File: src/rtl/des_pkg.sv
// rtl/des_pkg.sv - shared block/key types, controller states and timing constants for the DES CBC front end
package des_pkg;

  typedef logic [63:0] des_blk_t;
  typedef logic [63:0] des_key_t;

  typedef enum logic [1:0] {
    IDLE = 2'd0,
    WAIT = 2'd1,
    OUT  = 2'd2
  } des_ctrl_st_e;

  localparam int DES_ROUNDS = 16;
  // handshake -> issue -> 16 busy rounds -> Dvld -> registered output
  localparam int DES_LAT    = DES_ROUNDS + 3;

endpackage

File: src/rtl/des_cbc_ctrl.sv
// rtl/des_cbc_ctrl.sv - CBC/ECB chaining and handshake sequencer around the iterative DES core
// Optional CBC datapath is built only when DES_CBC_EN is defined; otherwise every block is ECB.
module des_cbc_ctrl
  import des_pkg::*;
(
  input  logic        CLK,
  input  logic        RST,
  input  logic [63:0] Key,
  input  logic [63:0] Iv,
  input  logic        Enc,
  input  logic        Cbc,
  input  logic        CfgLd,
  output logic        CfgRdy,
  input  logic [63:0] InData,
  input  logic        InVld,
  output logic        InRdy,
  output logic [63:0] OutData,
  output logic        OutVld,
  input  logic        OutRdy,
  output logic        Busy,
  output logic [63:0] DesDin,
  output logic [63:0] DesKey,
  output logic        DesDrdy,
  output logic        DesKrdy,
  output logic        DesEnc,
  output logic        DesEn,
  input  logic [63:0] DesDout,
  input  logic        DesBsy,
  input  logic        DesDvld
);

  des_ctrl_st_e state_q, state_d;
  des_blk_t     buf_q, buf_d;
  des_blk_t     out_q, out_d;
  des_key_t     key_q, key_d;
  logic         buf_full_q, buf_full_d;
  logic         enc_q, enc_d;
  logic         key_pend_q, key_pend_d;
  logic         in_hs, cfg_hs, issue;

`ifdef DES_CBC_EN
  logic         cbc_q, cbc_d;
  des_blk_t     chain_q, chain_d;
  des_blk_t     ct_save_q, ct_save_d;
`else
  logic         unused_cfg;
  assign unused_cfg = ^{Iv, Cbc};
`endif

  assign InRdy   = !buf_full_q && !RST;
  assign CfgRdy  = (state_q == IDLE) && !buf_full_q && !RST;
  assign in_hs   = InVld && InRdy;
  assign cfg_hs  = CfgLd && CfgRdy;
  assign issue   = (state_q == IDLE) && buf_full_q && !DesBsy && !RST;

  // The core's key schedule wraps back after 16 rounds, so Krdy rides only the first issue after a config.
  assign DesDrdy = issue;
  assign DesKrdy = issue && key_pend_q;
  assign DesKey  = key_q;
  assign DesEnc  = enc_q;
  assign DesEn   = 1'b1;

  assign OutData = out_q;
  assign OutVld  = (state_q == OUT) && !RST;
  assign Busy    = (buf_full_q || (state_q != IDLE)) && !RST;

`ifdef DES_CBC_EN
  assign DesDin  = (enc_q && cbc_q) ? (buf_q ^ chain_q) : buf_q;
`else
  assign DesDin  = buf_q;
`endif

  always_comb begin
    state_d    = state_q;
    buf_d      = buf_q;
    buf_full_d = buf_full_q;
    key_d      = key_q;
    enc_d      = enc_q;
    key_pend_d = key_pend_q;
    out_d      = out_q;
`ifdef DES_CBC_EN
    cbc_d      = cbc_q;
    chain_d    = chain_q;
    ct_save_d  = ct_save_q;
`endif

    if (cfg_hs) begin
      key_d      = Key;
      enc_d      = Enc;
      key_pend_d = 1'b1;
`ifdef DES_CBC_EN
      cbc_d      = Cbc;
      chain_d    = Iv;
`endif
    end

    if (in_hs) begin
      buf_d      = InData;
      buf_full_d = 1'b1;
    end

    case (state_q)
      IDLE: begin
        if (issue) begin
          state_d    = WAIT;
          buf_full_d = 1'b0;
          key_pend_d = 1'b0;
`ifdef DES_CBC_EN
          ct_save_d  = buf_q;
`endif
        end
      end
      WAIT: begin
        if (DesDvld) begin
          state_d = OUT;
`ifdef DES_CBC_EN
          if (enc_q) begin
            out_d = DesDout;
            if (cbc_q) chain_d = DesDout;
          end else if (cbc_q) begin
            out_d   = DesDout ^ chain_q;
            chain_d = ct_save_q;
          end else begin
            out_d = DesDout;
          end
`else
          out_d = DesDout;
`endif
        end
      end
      OUT: begin
        if (OutRdy) state_d = IDLE;
      end
      default: state_d = IDLE;
    endcase
  end

  always_ff @(posedge CLK) begin
    if (RST) begin
      state_q    <= IDLE;
      buf_q      <= '0;
      buf_full_q <= 1'b0;
      key_q      <= '0;
      enc_q      <= 1'b1;
      key_pend_q <= 1'b1;
      out_q      <= '0;
`ifdef DES_CBC_EN
      cbc_q      <= 1'b0;
      chain_q    <= '0;
      ct_save_q  <= '0;
`endif
    end else begin
      state_q    <= state_d;
      buf_q      <= buf_d;
      buf_full_q <= buf_full_d;
      key_q      <= key_d;
      enc_q      <= enc_d;
      key_pend_q <= key_pend_d;
      out_q      <= out_d;
`ifdef DES_CBC_EN
      cbc_q      <= cbc_d;
      chain_q    <= chain_d;
      ct_save_q  <= ct_save_d;
`endif
    end
  end

endmodule
File: config.mk
export PLATFORM = sky130hd
export DESIGN_NAME = des_cbc_ctrl
export DESIGN_NICKNAME = d
export VERILOG_FILES = /design/src/rtl/des_pkg.sv /design/src/rtl/des_cbc_ctrl.sv
export SDC_FILE = /design/constraint.sdc
export NUM_CORES = 1
export LEC_CHECK = 0
export CAP_MARGIN = 0
export CORE_AREA = 3 3 181 183
export DETAILED_ROUTE_END_ITERATION = 6
export DIE_AREA = 0 0 184 186
export PLACE_DENSITY_LB_ADDON = 0.15
export SLEW_MARGIN = 15
export SYNTH_ARGS = -nofsm -noshare
export SYNTH_HDL_FRONTEND = slang
export SYNTH_SLANG_ARGS = --single-unit
export TNS_END_PERCENT = 10
File: constraint.sdc
create_clock -name CLK -period 4.25 [get_ports CLK]
set_input_delay 0.85 -clock CLK [delete_from_list [all_inputs] [get_ports CLK]]
set_output_delay 0.85 -clock CLK [all_outputs]
set_load 0.1 [all_outputs]
# Word level (Yosys, flattened, before mapping)
# Cells that the tools add are included.
# word_totals
word_cells,41
output_inout_bits,200
ff_bits,197
inputBits,265
# op_classes
reduce_logical,19
eq_ne,5
muxes,10
# ops
operator,n
1-bit logical AND,11
1-bit 2-to-1 mux,6
2-bit 2-to-1 mux,3
"2-bit != test, second input constant",3
2-bit case mux with 3 select lines,1
1-bit logical NOT,3
3-bit AND reduction,1
"2-bit by 1-bit equality test with 1-bit output, second input constant",1
"2-bit equality test, second input constant",1
2-bit logical NOT,1
2-bit AND reduction,1
2-bit nonzero test,1
1-bit logical OR,1

# Longest topological paths before layout
# Gate-level depths: netlist of the first run.
# logic_depth
word_depth,7
depth_mapped,6
mapped_depth_nobuf,4

# Least setup slack after synthesis of the first run
# OpenSTA, ideal clock, no wires.
# synth_timing
path_kind,input port to output port
startpoint,input RST
endpoint,output DesKrdy
n_path_buf,1
slack_ns,-1.777
path_stages,3
t_required_ns,3.400
t_arrival_ns,5.177
path_cell_list,clkbuf_1 -> nor4_1 -> and2_1
# synth_between
elab_chain_cells,3
# synth_lines
element,line,source
start: declaration,des_cbc_ctrl.sv:7,"input logic RST,"
1-bit logical NOT,des_cbc_ctrl.sv:54,assign issue = (state_q == IDLE) && buf_full_q && !DesBsy && !RST;
1-bit logical AND,des_cbc_ctrl.sv:54,
via DesDrdy,des_cbc_ctrl.sv:23,"output logic DesDrdy,"
1-bit logical AND,des_cbc_ctrl.sv:58,assign DesKrdy = issue && key_pend_q;
end: declaration,des_cbc_ctrl.sv:24,"output logic DesKrdy,"
# The timed path passes the listed nets, and every way through them passes these cells.

# Worst setup path in the final report of the first run
# layout_timing
startpoint,input DesBsy
endpoint,output DesKrdy
# layout_between
elab_chain_cells,4
# layout_lines
element,line,source
start: declaration,des_cbc_ctrl.sv:28,"input logic DesBsy,"
1-bit logical NOT,des_cbc_ctrl.sv:54,
1-bit logical AND (2 in series),des_cbc_ctrl.sv:54,
1-bit logical AND,des_cbc_ctrl.sv:58,
# No other way between the ends.

==> results of run 1 <==
==> through the flow <==
step	hold slack [ps]	power, mW	setup TNS, ps	util	instance area [um^2]
floorplan	469.8	2.771	-68.91	-	7178
global placement	441.4	3.178	0	0.3631	11400
detailed placement	445.3	3.179	0	0.3631	11400
CTS	456.9	4.813	0	0.3813	11970
global route	474.6	4.938	0	0.3813	11970
finish	453.4	4.719	0	0.3813	11970
==> area by class of cell <==
class | count | area (um^2)
fillers | 3236 | 19420
repair buffers | 407 | 4058
flip-flops and latches | 197 | 3944
multi-input cells | 601 | 2887
well taps | 402 | 503.0
clock buffers | 17 | 425.4
clock inverters | 14 | 146.4
inverters | 2 | 7.507
==> state kept, by name (all words and copies together), names as in the netlist <==
register	cells
OutData	64
key_pend_q	1
buf_full_q	1
DesEnc	1
DesDin	64
DesKey	64
state_q	2
==> per-layer routing <==
layer / track usage / wire length, um
met5: 0 / 0
met4: 0.04959 / 407
met3: 0.06703 / 2627
met2: 0.2479 / 12880
met1: 0.1867 / 11650
==> final timing paths <==
path / start / depth (start not counted) / endpoint / slack, ps
setup reg to reg: state_q[1] / 5 / DesEnc / 2110
hold / removal: OutData[47] / 2 / OutData[47] / 450
hold reg to reg: OutData[47] / 2 / OutData[47] / 450
setup / recovery: DesBsy / 5 / DesKrdy / 1240
==> kinds of logic after synthesis <==
logic type | Yosys count
flip-flops | 197
AND/OR/NAND/NOR | 340
other | 1
AO/OA/AOI/OAI | 260
buffers and inverters | 81
==> power by group through the flow <==
stage / clock [mW] / combinational [mW] / sequential [mW]
global route: 1.74 / 1.22 / 1.98
detailed placement: 0 / 1.17 / 2.01
finish: 1.59 / 1.16 / 1.97
global placement: 0 / 1.17 / 2.01
CTS: 1.67 / 1.17 / 1.97
floorplan: 0 / 0.205 / 2.57
==> worst register-to-register path, cell delays in order, from the launching register on <==
cell     delay [ps]
dfxtp_1         400
or4_4           580
inv_2           100
buf_4           610
nand2_1         220
a21oi_1         170
==> cells in the final DEF, fill, tap and decap left out, types with 2 or more instances in the layout <==
cell,n
inv_8,2
inv_2,2
nor3_1,3
nand2b_1,65
nor3b_1,2
inv_6,4
o21ai_0,119
a21oi_1,131
buf_4,13
dfxtp_1,197
clkinv_4,4
o21ai_1,9
buf_12,2
clkinv_8,3
clkdlybuf4s50_1,390
nor2_1,7
clkbuf_16,17
nand2_1,193
nand3_1,64
==> summary.md, run 1 <==
| Metric | Value |
|---|---|
| Status | `finished clean` |
| Core region area | `31,390 um^2` |
| Vias per std cell | `4.348` |
| Final setup margin | `1237 ps` |
| Simple-Gate Fraction of Synth Area | `0.2171` |
| Net Sw Frac | `0.3530` |
| P&R area growth vs syn | `67.11%` |
| Final setup viols | `0` |
| CP cell instances | `clkdlybuf4s50_1, nand2b_1, nor4_4, and2_1, buf_4` |
| Gate Count Post-Synth | `879` |
| Post-CTS setup buffers | `0` |
| Flop pwr share | `0.417` |
| Fin. Hold Viols | `0` |
| Clock Pin Slew Worst Setup and Hold Paths | `70 ps` |
| CTS tree | `yes` |
| Largest family of logic cells by synthesized area | `simple AND/OR/NAND/NOR gates` |
| Io pins | `465` |
| Share of layout cells above drive strength 1 | `0.04443` |
| Area fraction in compound gates after synthesis | `0.1824` |
| Initial Util | `0.2282` |
| FMAX | `331.9 MHz` |
| CP bufs+invs | `2` |
| Finished Layout Cells | `1,640` |
| CTS Buffer Depth | `2` |
| Largest area contributor in the netlist | `dfxtp_1` |
| Routed WL | `27,560 um` |
| CTS resizes | `0` |
| CTS Buf Count | `17` |
| CTS HTree Levels | `4` |
| Syn nets | `1,144` |
| CTS root buf | `clkbuf_16` |
| Critical path class | `input port to primary output` |
| Post-synth ARST share | `0` |
| Rel. slew slack | `0.2306` |
| Fin nets | `1,491` |
| # diodes | `0` |
| Antenna viol nets, final | `0` |
| GP Congestion | `0.7282` |
| Vert. Die Dim | `186 um` |
| Worst-Skew Late Latency | `450 ps` |
| Leak | `4.039 nW` |
| Die area | `34,220 um^2` |
| Via count | `7,131` |
| TritonRoute pass-1 iters | `4` |
| I/O Buffers | `398` |
| Most frequent cells after synthesis | `dfxtp_1, nand2_1, a21oi_1, o21ai_0, nand2b_1` |
| Top-count cell post-synth | `dfxtp_1` |
| Setup WS pre-CTS | `1230 ps` |
| Least-Margin Pin Slew | `1152 ps` |
| Slowest cell on crit path | `clkdlybuf4s50_1` |
| Vias in the first global route | `6,870` |
| Crit share post-route | `0.7088` |
| Post-synthesis adder-cell area fraction | `0` |
| Detail Placement HPWL | `18,400 um` |
| Clock Skew | `10.33 ps` |
| Post-Syn Area | `7163 um^2` |
| RSZ-0062 raised after global routing | `false` |
| Combinational share of power | `0.246` |
| Startpoint Class | `input port` |
| Multiplexer share of the synthesized area | `0` |
| Synth area leaders | `dfxtp_1, nand2_1, a21oi_1, o21ai_0, nand2b_1` |
| Site Rows | `65` |
| DRT iter0 DRCs | `478` |
| Synth warnings | `0` |
| Crit-path max cell delay | `390 ps` |
| Delay-heaviest family, CP | `buffers and inverters` |
| First-pass GRT wire length | `40,890 um` |
| Int Pwr | `3.053 mW` |
| DR WL/cell | `16.81 um` |
| Post-synth top area share | `0.5506` |
| Count of pins over their slew limit | `0` |
| GR Overflow Total | `0` |
| Antenna violations before repair | `0` |
| Arrival @ worst endpoint | `2160 ps` |
| Total GRT Usage | `0.1543` |
| IR drop worst, VDD | `242.9 uV` |
| Largest net degree at the start of global routing | `129` |
| Post-synthesis xor/xnor area fraction | `0` |
| Hold Path Class | `flop to flop` |
| CTS sink cnt | `197` |
| Post-CTS Hold Buffers | `0` |
| Seq/Total Area, Yosys | `0.5506` |
| Tmin final | `3013 ps` |
| Cell Pwr Density | `394.2 nW/um^2` |
| Synth unique cells | `25` |
| Dpl cells | `1,609` |
| Synth Flop Type | `dfxtp_1` |
| DRC | `0` |
| Syn avg cell area | `8.149 um^2` |
| P_sw | `1.666 mW` |
| Clock group share of total power | `0.337` |
| CP endpoint kind | `primary output` |
| CP required | `3400 ps` |
| Max-Cap Viols | `0` |
| Yosys reg bits | `197` |
| Chip Width | `184 um` |
| Number of synthesized flops with an enable pin | `0` |
| Max Fanout on Critical Path | `5` |
No activity file was read; power rests on OpenSTA's default activity.
==> run 2, diff against run 1 <==
CORE_AREA = 3 3 180 182   (was 3 3 181 183)
DIE_AREA = 0 0 183 185   (was 0 0 184 186)
clock period = 2.5 ns   (was 4.25 ns; I/O delays follow)
==> summary.md, run 2 (synthesis results as in run 1) <==
| Metric | Value |
|---|---|
| Status | `finished clean` |
| GR Overflow Total | `0` |
| Final setup viols | `0` |
| First-pass GRT wire length | `39,430 um` |
| Commonest non-fill, non-tap cells in the layout | `buf_4, dfxtp_1, clkdlybuf4s50_1` |
| DRC | `0` |
| Initial Util | `0.2330` |
| CTS Buffer Depth | `2` |
| Count of pins over their slew limit | `0` |
| Fin nets | `1,498` |
| Detail Placement HPWL | `17,800 um` |
| Crit-path max cell delay | `590 ps` |
| Post-CTS Hold Buffers | `0` |
| Share of layout cells above drive strength 1 | `0.2047` |
| Startpoint Class | `flop` |
| Tmin final | `2218 ps` |
| CTS Buf Count | `17` |
| FMAX | `451.0 MHz` |
| CP cell instances | `or4_4, inv_2, buf_12` |
| Hold Path Class | `input port to flop` |
| Critical path class | `flop to primary output` |
| Max Fanout on Critical Path | `8` |
| I/O Buffers | `398` |
| Antenna violations before repair | `0` |
| Worst-Skew Late Latency | `430 ps` |
| Delay-heaviest family, CP | `simple AND/OR/NAND/NOR gates` |
| Vert. Die Dim | `185 um` |
| Vias in the first global route | `6,853` |
| Core region area | `30,750 um^2` |
| Clock Pin Slew Worst Setup and Hold Paths | `70 ps` |
| CTS tree | `yes` |
| Leak | `4.472 nW` |
| Site Rows | `64` |
| Most common cell after layout, fill and taps aside | `buf_4` |
| P&R area growth vs syn | `62.69%` |
| Chip Width | `183 um` |
| Fin. Hold Viols | `0` |
| RSZ-0062 raised after global routing | `false` |
| CTS HTree Levels | `4` |
| DRT iter0 DRCs | `415` |
| FF-to-FF setup slack | `510 ps` |
| Slowest cell on crit path | `or4_4` |
| Clock Skew | `13.74 ps` |
| Rel. slew slack | `0.2610` |
| CP endpoint kind | `primary output` |
| Finished Layout Cells | `1,644` |
| Antenna viol nets, final | `0` |
| DR WL/cell | `16.17 um` |
| Vias per std cell | `4.335` |
| Layout Utilization | `0.3790` |
| Max-Cap Viols | `0` |
| Io pins | `465` |
| CTS sink cnt | `197` |
| CTS root buf | `clkbuf_16` |
| Least-Margin Pin Slew | `1108 ps` |
| Via count | `7,126` |
| Post-CTS setup buffers | `0` |
| Largest net degree at the start of global routing | `108` |
| Die area | `33,860 um^2` |
| CP bufs+invs | `2` |
| Crit share post-route | `0.8870` |
| Dpl cells | `1,610` |
| CTS resizes | `0` |
| Total GRT Usage | `0.1471` |
| GP Congestion | `0.7318` |
| Arrival @ worst endpoint | `1720 ps` |
| TritonRoute pass-1 iters | `4` |
| CP required | `2000 ps` |
| IR drop worst, VDD | `448.8 uV` |
| Routed WL | `26,580 um` |
| Cell Pwr Density | `688.7 nW/um^2` |
[run 2: changes by cell type in the layout (fill, tap and decap cells not counted), moves of 2 or more]
cell             previous run  this run
clkbuf_1                    0         2
buf_4                      13       204
inv_8                       2         4
clkinv_4                    4         2
clkdlybuf4s50_1           390       197
diode_2                     0         2
buf_12                      2        11
[run 2: cell type report]
class,count,area [um^2]
sequential,197,3944
clock buffer,19,432.9
inverter,2,7.507
antenna,2,5.005
fill,3196,19100
clock inverter,13,135.1
tap,396,495.5
multi-input combinational,601,2894
timing repair buffer,414,3740
[run 2: layer usage]
metal	vias to the layer above	wire length, um	part of all wire	GRT usage
li1	3628	-	-	-
met1	3229	11650	0.44	0.1832
met2	251	12200	0.46	0.2391
met3	18	2376	0.089	0.05931
met4	0	353	0.013	0.03626
met5	-	0	0	0
[run 2: path summary, 6_finish.rpt]
check	start	to	depth (start not counted)
setup / recovery	state_q[1]	CfgRdy	3
hold / removal	RST	state_q[1]	2
setup reg to reg	state_q[1]	key_pend_q	5
hold reg to reg	OutData[58]	OutData[58]	2
[run 2: through the flow]
stage | worst slack, ps | TNS (ps) | hold slack (ps) | power [mW] | cell area (um^2)
6_report | 282.5 | 0 | 300.0 | 8.025 | 11650
3_5_place_dp | 275.8 | 0 | 447.5 | 5.379 | 11080
2_1_floorplan | -372.8 | -1175 | 474.3 | 4.712 | 7186
5_1_grt | 206.6 | 0 | 295.3 | 8.379 | 11650
4_1_cts | 236.2 | 0 | 273.6 | 8.173 | 11650
3_3_place_gp | 284.2 | 0 | 442.7 | 5.379 | 11080
[run 2: where the power goes]
| part | switching (mW) | internal [mW] | total [mW] |
|---|---|---|---|
| clock network | 1.39 | 1.34 | 2.73 |
| registers | 0.0706 | 3.27 | 3.34 |
| logic | 1.38 | 0.571 | 1.95 |
==> run 3, diff against run 2 <==
CTS_CLUSTER_SIZE = 20   (was default)
PLACE_DENSITY_LB_ADDON = 0.08   (was 0.15)
==> summary.md, run 3 (synthesis results as in run 1) <==
| Metric | Value |
|---|---|
| Vias per std cell | `4.363` |
| Max Fanout on Critical Path | `6` |
| Io pins | `465` |
| Post-CTS setup buffers | `0` |
| Setup WS pre-CTS | `94.96 ps` |
| Final setup viols | `0` |
| Tmin final | `2313 ps` |
| CTS resizes | `0` |
| Fillers | `3,257` |
| Hold_sp | `RST` |
| IR drop worst, VDD | `426.1 uV` |
| Dpl cells | `1,608` |
| Final setup margin | `186.5 ps` |
| Hold path cells | `2` |
| Least-Margin Pin Slew | `712.1 ps` |
| First-pass GRT wire length | `41,390 um` |
| Largest net degree at the start of global routing | `114` |
| Register-to-Register Path Depth | `4` |
| Status | `finished clean` |
| Antenna viol nets, final | `0` |
| Met2 usage | `0.2484` |
| Via count | `7,160` |
| CP required | `2000 ps` |
| Core region area | `30,750 um^2` |
| DRC | `0` |
| Rel. slew slack | `0.5253` |
| Max-Cap Viols | `0` |
| Finished Layout Cells | `1,641` |
| Vias in the first global route | `6,927` |
| Cell Pwr Density | `695.7 nW/um^2` |
| Vert. Die Dim | `185 um` |
| Clock Pin Slew Worst Setup and Hold Paths | `80 ps` |
| FMAX | `432.2 MHz` |
| Share of layout cells above drive strength 1 | `0.2045` |
| Setup TNS | `0 ps` |
| DR WL/cell | `16.76 um` |
| CTS Buf Count | `17` |
| RR Startpoint | `state_q[1]` |
| Leak | `4.488 nW` |
| Die area | `33,860 um^2` |
| GR Overflow Total | `0` |
| Fin. Hold Viols | `0` |
| Clock Skew | `14.02 ps` |
| GP Congestion | `0.7302` |
| Total GRT Usage | `0.1557` |
| CTS sink cnt | `197` |
| DRT iter0 DRCs | `364` |
| FF-to-FF setup slack | `640 ps` |
| Routed WL | `27,510 um` |
| Met3 GRT Util | `0.06815` |
| Initial Util | `0.2330` |
| Startpoint Class | `flop` |
| Worst-Skew Late Latency | `430 ps` |
| Most common cell after layout, fill and taps aside | `buf_4` |
| CTS root buf | `clkbuf_16` |
| CP endpoint kind | `primary output` |
| I/O Buffers | `398` |
| Hold Path Class | `input port to flop` |
| CTS HTree Levels | `4` |
| Global Route met1 Usage | `0.1904` |
| Commonest non-fill, non-tap cells in the layout | `buf_4, dfxtp_1, clkdlybuf4s50_1` |
| WHS Endpoint | `OutData[61]` |
| TritonRoute pass-1 iters | `6` |
| Critical path class | `flop to primary output` |
| Detail Placement HPWL | `18,770 um` |
| P&R area growth vs syn | `63.16%` |
| Site Rows | `64` |
| Layout Utilization | `0.3801` |
| CTS tree | `yes` |
| Fin nets | `1,496` |
| Chip Width | `183 um` |
| CTS Buffer Depth | `2` |
| Post-CTS Hold Buffers | `0` |
| RSZ-0062 raised after global routing | `false` |
| Gr busiest metal | `met2` |
| Critical register-to-register path endpoint | `DesKey[20]` |
| Count of pins over their slew limit | `0` |
| Crit share post-route | `0.9254` |
| Arrival @ worst endpoint | `1810 ps` |
| Antenna violations before repair | `3` |
==> run 3: cell count changes in the layout (fill, tap and decap cells not counted) <==
| cell | previous run | this run |
|---|---|---|
| buf_4 | 204 | 200 |
| inv_8 | 4 | 0 |
| clkbuf_8 | 0 | 3 |
| buf_12 | 11 | 13 |
| bufinv_16 | 0 | 2 |
| clkbuf_1 | 2 | 0 |
| clkinv_8 | 2 | 0 |
| clkinv_1 | 1 | 0 |
| clkinv_2 | 1 | 2 |
| clkinv_4 | 2 | 3 |
| diode_2 | 2 | 3 |
| inv_2 | 1 | 2 |
| inv_6 | 4 | 3 |
==> run 3: how the worst max path moves through the flow <==
| stage | end | slack, ps | start | cells past startpoint |
|---|---|---|---|---|
| 4_1_cts | DesKrdy | 30 | buf_full_q | 4 |
| 6_report | DesKrdy | 190 | buf_full_q | 4 |
| 3_3_place_gp | DesKrdy | 110 | DesBsy | 5 |
| 2_1_floorplan | Busy | -370 | RST | 4 |
| 3_5_place_dp | DesKrdy | 90 | DesBsy | 5 |
| 5_1_grt | DesKrdy | 40 | buf_full_q | 4 |
==> run 3: layer usage <==
metal / routed length (um) / part of all wire
met5: 20 / 0.00073
met3: 2775 / 0.10
met1: 11640 / 0.42
met4: 439 / 0.016
met2: 12640 / 0.46
==> run 3: critical path: stages, from the launching register on <==
cell and delay, ps:
dfxtp_1 500, nand2b_1 150, nor4_4 330, and2_4 230, buf_12 170
==> run 3: report_power, final <==
group / internal, mW / switching (mW) / leakage [nW]
Sequential: 3.27 / 0.0736 / 1.61
Clock: 1.56 / 1.27 / 0.293
Combinational: 0.575 / 1.38 / 2.59
==> run 3: final cells by class <==
| class | count | area [um^2] | area share |
|---|---|---|---|
| clock buffers | 20 | 466.7 | 0.03993 |
| multi-input cells | 601 | 2894 | 0.2476 |
| well taps | 396 | 495.5 | 0.04239 |
| inverters | 2 | 7.507 | 0.0006423 |
| flip-flops and latches | 197 | 3944 | 0.3374 |
| diodes | 3 | 7.507 | 0.0006423 |
| clock inverters | 10 | 122.6 | 0.01049 |
| repair buffers | 412 | 3750 | 0.3208 |
==> run 3: through the flow <==
step	area [um^2]	power [mW]	hold slack, ps
finish	11690	8.131	352.4
global route	11690	8.481	363.5
CTS	11680	8.277	333.4
detailed placement	11090	5.393	448.3
global placement	11090	5.391	443.3
floorplan	7186	4.712	474.3
